===== config.mk =====
export PLATFORM = sky130hd
export DESIGN_NAME = register_file_16x32
export DESIGN_NICKNAME = d
export VERILOG_FILES = /design/src/rtl/register_file_16x32.sv
export SDC_FILE = /design/constraint.sdc
export NUM_CORES = 1
export LEC_CHECK = 0
export CELL_PAD_IN_SITES_DETAIL_PLACEMENT = 1
export CELL_PAD_IN_SITES_GLOBAL_PLACEMENT = 2
export CORE_AREA = 2 2 304 306
export DETAILED_ROUTE_END_ITERATION = 16
export DIE_AREA = 0 0 306 308
export PLACE_DENSITY = 0.62
export SYNTH_ARGS = -nofsm -noshare
export SYNTH_HDL_FRONTEND = slang
export SYNTH_SLANG_ARGS = --single-unit

===== constraint.sdc =====
create_clock -name clk -period 3.6 [get_ports clk]
set_input_delay 0.72 -clock clk [delete_from_list [all_inputs] [get_ports clk]]
set_output_delay 0.72 -clock clk [all_outputs]
set_load 0.05 [all_outputs]

===== src/rtl/register_file_16x32.sv =====
//------------------------------------------------------------------------------
// register_file_16x32 : 16 x WIDTH register file, one-hot active-low write
// select, two combinational read ports, sticky multi-select error flag.
// Optional macro RF_BYPASS_EN adds write-first read bypass.
// Revision: 1.0
//------------------------------------------------------------------------------
`default_nettype none

module register_file_16x32 #(
   parameter int WIDTH = 32
) (
   input  logic             clk,
   input  logic             rst_n,
   input  logic [15:0]      E_n,
   input  logic             RW,
   input  logic [WIDTH-1:0] PD,
   input  logic [3:0]       SA,
   input  logic [3:0]       SB,
   input  logic             err_clr,
   output logic [WIDTH-1:0] PA,
   output logic [WIDTH-1:0] PB,
   output logic             err
);

   localparam int NUM_REGS = 16;

   logic [WIDTH-1:0] regs_q [NUM_REGS];
   logic [WIDTH-1:0] regs_d [NUM_REGS];
   logic             err_q;
   logic             err_d;

   logic [15:0]      sel;
   logic             sel_any;
   logic             sel_multi;
   logic             wr_legal;
   logic [3:0]       wr_idx;

   // More than one bit set exactly when clearing the lowest set bit leaves a remainder.
   assign sel       = ~E_n;
   assign sel_any   = |sel;
   assign sel_multi = |(sel & (sel - 16'd1));
   assign wr_legal  = RW && sel_any && !sel_multi;

   always_comb begin
      wr_idx = 4'd0;
      for (int i = 0; i < NUM_REGS; i++) begin
         if (sel[i]) begin
            wr_idx = 4'(i);
         end
      end
   end

   always_comb begin
      for (int i = 0; i < NUM_REGS; i++) begin
         regs_d[i] = regs_q[i];
      end
      if (wr_legal) begin
         regs_d[wr_idx] = PD;
      end
   end

   // A new multi-select at the same edge as err_clr keeps the flag set.
   always_comb begin
      err_d = err_q;
      if (err_clr) begin
         err_d = 1'b0;
      end
      if (RW && sel_multi) begin
         err_d = 1'b1;
      end
   end

   always_ff @(posedge clk or negedge rst_n) begin
      if (!rst_n) begin
         for (int i = 0; i < NUM_REGS; i++) begin
            regs_q[i] <= '0;
         end
         err_q <= 1'b0;
      end else begin
         for (int i = 0; i < NUM_REGS; i++) begin
            regs_q[i] <= regs_d[i];
         end
         err_q <= err_d;
      end
   end

`ifdef RF_BYPASS_EN
   logic bypass_ok;
   assign bypass_ok = wr_legal && rst_n;

   always_comb begin
      PA = regs_q[SA];
      PB = regs_q[SB];
      if (bypass_ok && (wr_idx == SA)) begin
         PA = PD;
      end
      if (bypass_ok && (wr_idx == SB)) begin
         PB = PD;
      end
   end
`else
   always_comb begin
      PA = regs_q[SA];
      PB = regs_q[SB];
   end
`endif

   assign err = err_q;

endmodule

`default_nettype wire


==> results.md, run 1 <==
- Data on the critical path arrives at its endpoint at a little over 4 ns.
- For the worst setup path, the data required time is a little over 4 ns.
- The die span in x is 306 um.
- The chip height is approximately 300 um.
- CTS saw between 500 and 600 sinks.
- The slew at the pin closest to its max-slew limit is ~0.86 ns.
- The net switching component of the power is about 3 mW.
- Counting every net in the synthesized netlist gives 1,637.
- The critical path is of the input port to flip-flop type.
- The worst-case headroom to the max-slew limit is a little over two fifths.
- The met2 capacity usage during global routing is a little under a third.
- Setup repair after global routing left no endpoint under its margin.
- The number of warning messages in the yosys log is 0.
- The detailed-routing iteration count for the pre-antenna-repair pass is 5.
- The final hold violation count is 0.
- Global routing used between 15 and 20% of the available tracks.
- Clock skew on the completed layout was measured at 0 ns.
- After detailed routing, the average wire length per cell comes to around 28 um.
- The number of CTS-inserted buffers is 60.
- After detailed placement, the design holds a cell count of 2,870.
- In this run the critical register-to-register path is launched from regs_q[40]$_DFFE_PN0P_.
- In this run the worst setup path begins at E_n[7].
- The sum of net half-perimeters after detailed placement is 52.7 mm.
- After synthesis the cells add up to between 20,000 and 30,000 sq um.
- The detailed router placed approximately 16,000 vias in this run.
- After clock tree synthesis, the repair step resized 0 gates.
- Global routing used between 20 and 25% of the available met1 tracks.
- TritonCTS built the clock tree.
- ~130 I/O pins were placed.
- The flow ran to the end, and the final reports show no timing, DRC or antenna violations.
- In this run the number of H-tree levels came out at 2.
- The number of global-route vias before repair is ~18,000.
- Across the run, the number of max-cap violations was 0.
- The highest attainable clock frequency is 0.281 GHz.
- The most common cell after layout, fill and taps aside is sky130_fd_sc_hd__dfrtp_1.
- Global routing finished with a remaining overflow of 0.
- In the routed layout, each cell is associated on average with a via count of 5.45.
- The total area inside the core boundary comes to between 90,000 and 100,000 sq um.
- The post-route fraction of the period consumed by the critical path is 98.8%.
- Dividing total power by cell area gives a power density of just under 400 nW/um^2.
- In the final layout, the multi-input gates occupy about 14,000 sq um.
- The first global-routing pass estimated roughly 130 mm of wire.
- The cell internal power dissipation is roughly 9.7 mW.
- Entering global routing, the biggest net connects 95 pins.
- The met3 usage in global routing is between 2 and 3%.
- The detailed-route wire length is around 83 mm.
- The top fanout value on the critical path is 18.
- The leakage dissipation is about 15 nW.
- The number of remaining DRC errors is 0.
- The proportion of total power due to net switching is a little under a quarter.
- The register bit count reported by yosys is around 510.
- The number of violations reported at the end of detailed-routing iteration 0 is 857.
- The type of origin of the critical path is an input port.
- A synthesized cell averages ~17 sq um.
- In this run, post-CTS hold repair placed 0 buffers.
- The post-detailed-route count of antenna-violating nets is 0.
- In this run the clock root is driven by a sky130_fd_sc_hd__clkbuf_16.
- The initial utilization of the core area, before any placement, comes to approximately 30%.
- The number of rows in the core area is approximately 110.
- The final weighted congestion in routability-driven placement is roughly 0.73.
- The filler cells instantiated in the layout total between 8,000 and 9,000.
- The clock transition at the registers of the reported paths is about 0.06 ns.
- The largest vdd supply drop is 335 uV.
- The clock network fraction of total power is 48.1%.
- The worst path in the final design needs a cycle of between 3 and 4 ns, including I/O delays and setup.
- The capturing element type of the critical path is a flip-flop.
- The final count of pins violating max slew is 0.
- After synthesis, the netlist uses 39 different library cells.
- The die footprint is about 94,000 sq um.
- The maximum clock path buffer count is 3.
- The finished layout holds a little under 3,000 standard cells, fillers aside.
- The combinational group share of total power is 6.6%.
- The share of the Yosys chip area taken by registers is a little under half.
- Setup violations remaining at the end of the flow were counted as 0.
- The number of setup buffers added after CTS is 0.
- The worst setup margin is around 0.042 ns.
- The later pin in the worst-skew pair is clocked with a latency of a little over 0.6 ns.
- The initial antenna violation count is 5.
- The busiest metal layer after global routing is met2.
- The type of the worst min-delay path is input port to async pin.
- Relative to the synthesized area, the layout overhead comes to 21.7%.
- Port buffering added roughly 120 buffers.
- OpenSTA, run right after detailed placement, puts the worst setup slack at -0.590 ns.
- The net count of the finished layout is about 1,800.
- Sequential cells burn a little under half of the power.
- The share of cells above drive strength 1 is between 60 and 70%.
- The top cell types in the final layout, fill and taps aside, are sky130_fd_sc_hd__dfrtp_1, sky130_fd_sc_hd__mux2_2, sky130_fd_sc_hd__mux4_2.
- The post-synthesis cell count is 1,577.
- The area used by sequential logic in the layout is 12,800 sq um.
-- stage by stage --
step	TNS [ns]	power [mW]	util, %	hold WS (ns)	instance area, sq um
after floorplan	0	6.22	-	0.424	27100
after global placement	-159.21	6.73	34.0	0.481	30900
after detailed placement	-157.78	6.73	34.0	0.497	30900
after CTS	0	13.0	36.2	0.168	32900
after global routing	0	13.2	36.2	0.178	32900
final	0	12.7	36.2	0.138	32900
-- final timing paths --
check	end	slack, ns	cells past startpoint
setup / recovery	regs_q[15]$_DFFE_PN0P_	0.04	9
hold / removal	regs_q[344]$_DFFE_PN0P_	0.14	1
setup reg to reg	regs_q[40]$_DFFE_PN0P_	2.77	1
hold reg to reg	regs_q[59]$_DFFE_PN0P_	0.51	1
max in group asynchronous	regs_q[290]$_DFFE_PN0P_	2.50	2
min in group clk	regs_q[59]$_DFFE_PN0P_	0.51	1
-- critical path: stages --
cell	delay, ns
sky130_fd_sc_hd__clkdlybuf4s50_1	0.50
sky130_fd_sc_hd__nand4_2	0.12
sky130_fd_sc_hd__or4_1	0.56
sky130_fd_sc_hd__maj3_2	0.34
sky130_fd_sc_hd__or4b_4	0.52
sky130_fd_sc_hd__buf_4	0.17
sky130_fd_sc_hd__or4b_4	0.58
sky130_fd_sc_hd__buf_12	0.20
sky130_fd_sc_hd__mux2_4	0.32
-- layer usage --
metal	part of all wire (%)	wire length [um]
met5	0.056	47
met4	2.0	1650
met3	3.7	3040
met2	50	41200
met1	45	37300
-- synth_stat cells --
library cell               instances  area share [%]
sky130_fd_sc_hd__a211oi_1          1           0.028
sky130_fd_sc_hd__a21bo_2           1           0.037
sky130_fd_sc_hd__a21oi_1           6            0.11
sky130_fd_sc_hd__a31o_2            2           0.065
sky130_fd_sc_hd__a31oi_1           1           0.023
sky130_fd_sc_hd__a32oi_1           1           0.032
sky130_fd_sc_hd__a41oi_1           1           0.032
sky130_fd_sc_hd__and3_1            3           0.069
sky130_fd_sc_hd__and4_1            3           0.097
sky130_fd_sc_hd__buf_1            32            0.44
sky130_fd_sc_hd__buf_2            22            0.41
sky130_fd_sc_hd__buf_4             3           0.083
sky130_fd_sc_hd__buf_6             3            0.12
sky130_fd_sc_hd__clkbuf_1         94             1.3
sky130_fd_sc_hd__dfrtp_1         513              47
sky130_fd_sc_hd__inv_1             7           0.097
sky130_fd_sc_hd__maj3_2            1           0.042
sky130_fd_sc_hd__mux2_1           44             1.8
sky130_fd_sc_hd__mux2_2          438              18
sky130_fd_sc_hd__mux2_4           30             1.7
sky130_fd_sc_hd__mux4_2          320              27
sky130_fd_sc_hd__nand2_1           9            0.12
sky130_fd_sc_hd__nand3_1          10            0.18
sky130_fd_sc_hd__nand4_1           4           0.092
sky130_fd_sc_hd__nand4_2           1           0.046
sky130_fd_sc_hd__nor2_1            1           0.014
sky130_fd_sc_hd__nor2b_1           2           0.046
sky130_fd_sc_hd__nor3_1            3           0.055
sky130_fd_sc_hd__nor4_1            2           0.046
sky130_fd_sc_hd__nor4_2            4            0.18
sky130_fd_sc_hd__o211ai_1          2           0.055
sky130_fd_sc_hd__o21ai_0           3           0.055
sky130_fd_sc_hd__o221a_2           1           0.042
sky130_fd_sc_hd__o221ai_1          1           0.032
sky130_fd_sc_hd__o22ai_1           1           0.023
sky130_fd_sc_hd__o41ai_1           2           0.065
sky130_fd_sc_hd__or4_1             3           0.083
sky130_fd_sc_hd__or4b_1            1           0.037
sky130_fd_sc_hd__or4b_4            1           0.051
-- area by class of cell --
type,instances,share of cell area (%)
multi-input combinational,903,41.6
sequential,513,39.0
timing repair buffer,261,8.82
clock buffer,87,5.20
tap,1186,4.51
clock inverter,24,0.821
inverter,7,0.0798
antenna,1,0.00760
-- power groups by stage --
stage               Sequential (mW)  Combinational [mW]  Clock (mW)
floorplan                      5.88               0.346           0
global placement               5.87               0.852           0
detailed placement             5.87               0.861           0
CTS                            5.77               0.863        6.32
global route                   5.77               0.910        6.56
finish                         5.77               0.837        6.13
-- state kept, by name (all words and copies together) (netlist names) --
register	flops
regs_q	512
err	1
-- cell families (layout without fill, tap and decap cells) --
kind of cell | Yosys count | in the layout | synth area share [%]
multiplexers | 832 | 832 | 48.3
other | 0 | 1 | 0
AO/OA/AOI/OAI | 23 | 23 | 0.601
AND/OR/NAND/NOR | 47 | 47 | 1.13
flip-flops | 513 | 513 | 47.4
buffers and inverters | 161 | 379 | 2.46
adder cells (fa/ha/maj) | 1 | 1 | 0.0416
Note: power is estimated with default switching activity, not from simulation.
==> inputs of run 2 (changes only) <==
Settings changed: SLEW_MARGIN set to 20.
==> results of run 2 <==
The final DEF is identical to that of run 1; final timing and power are the same.
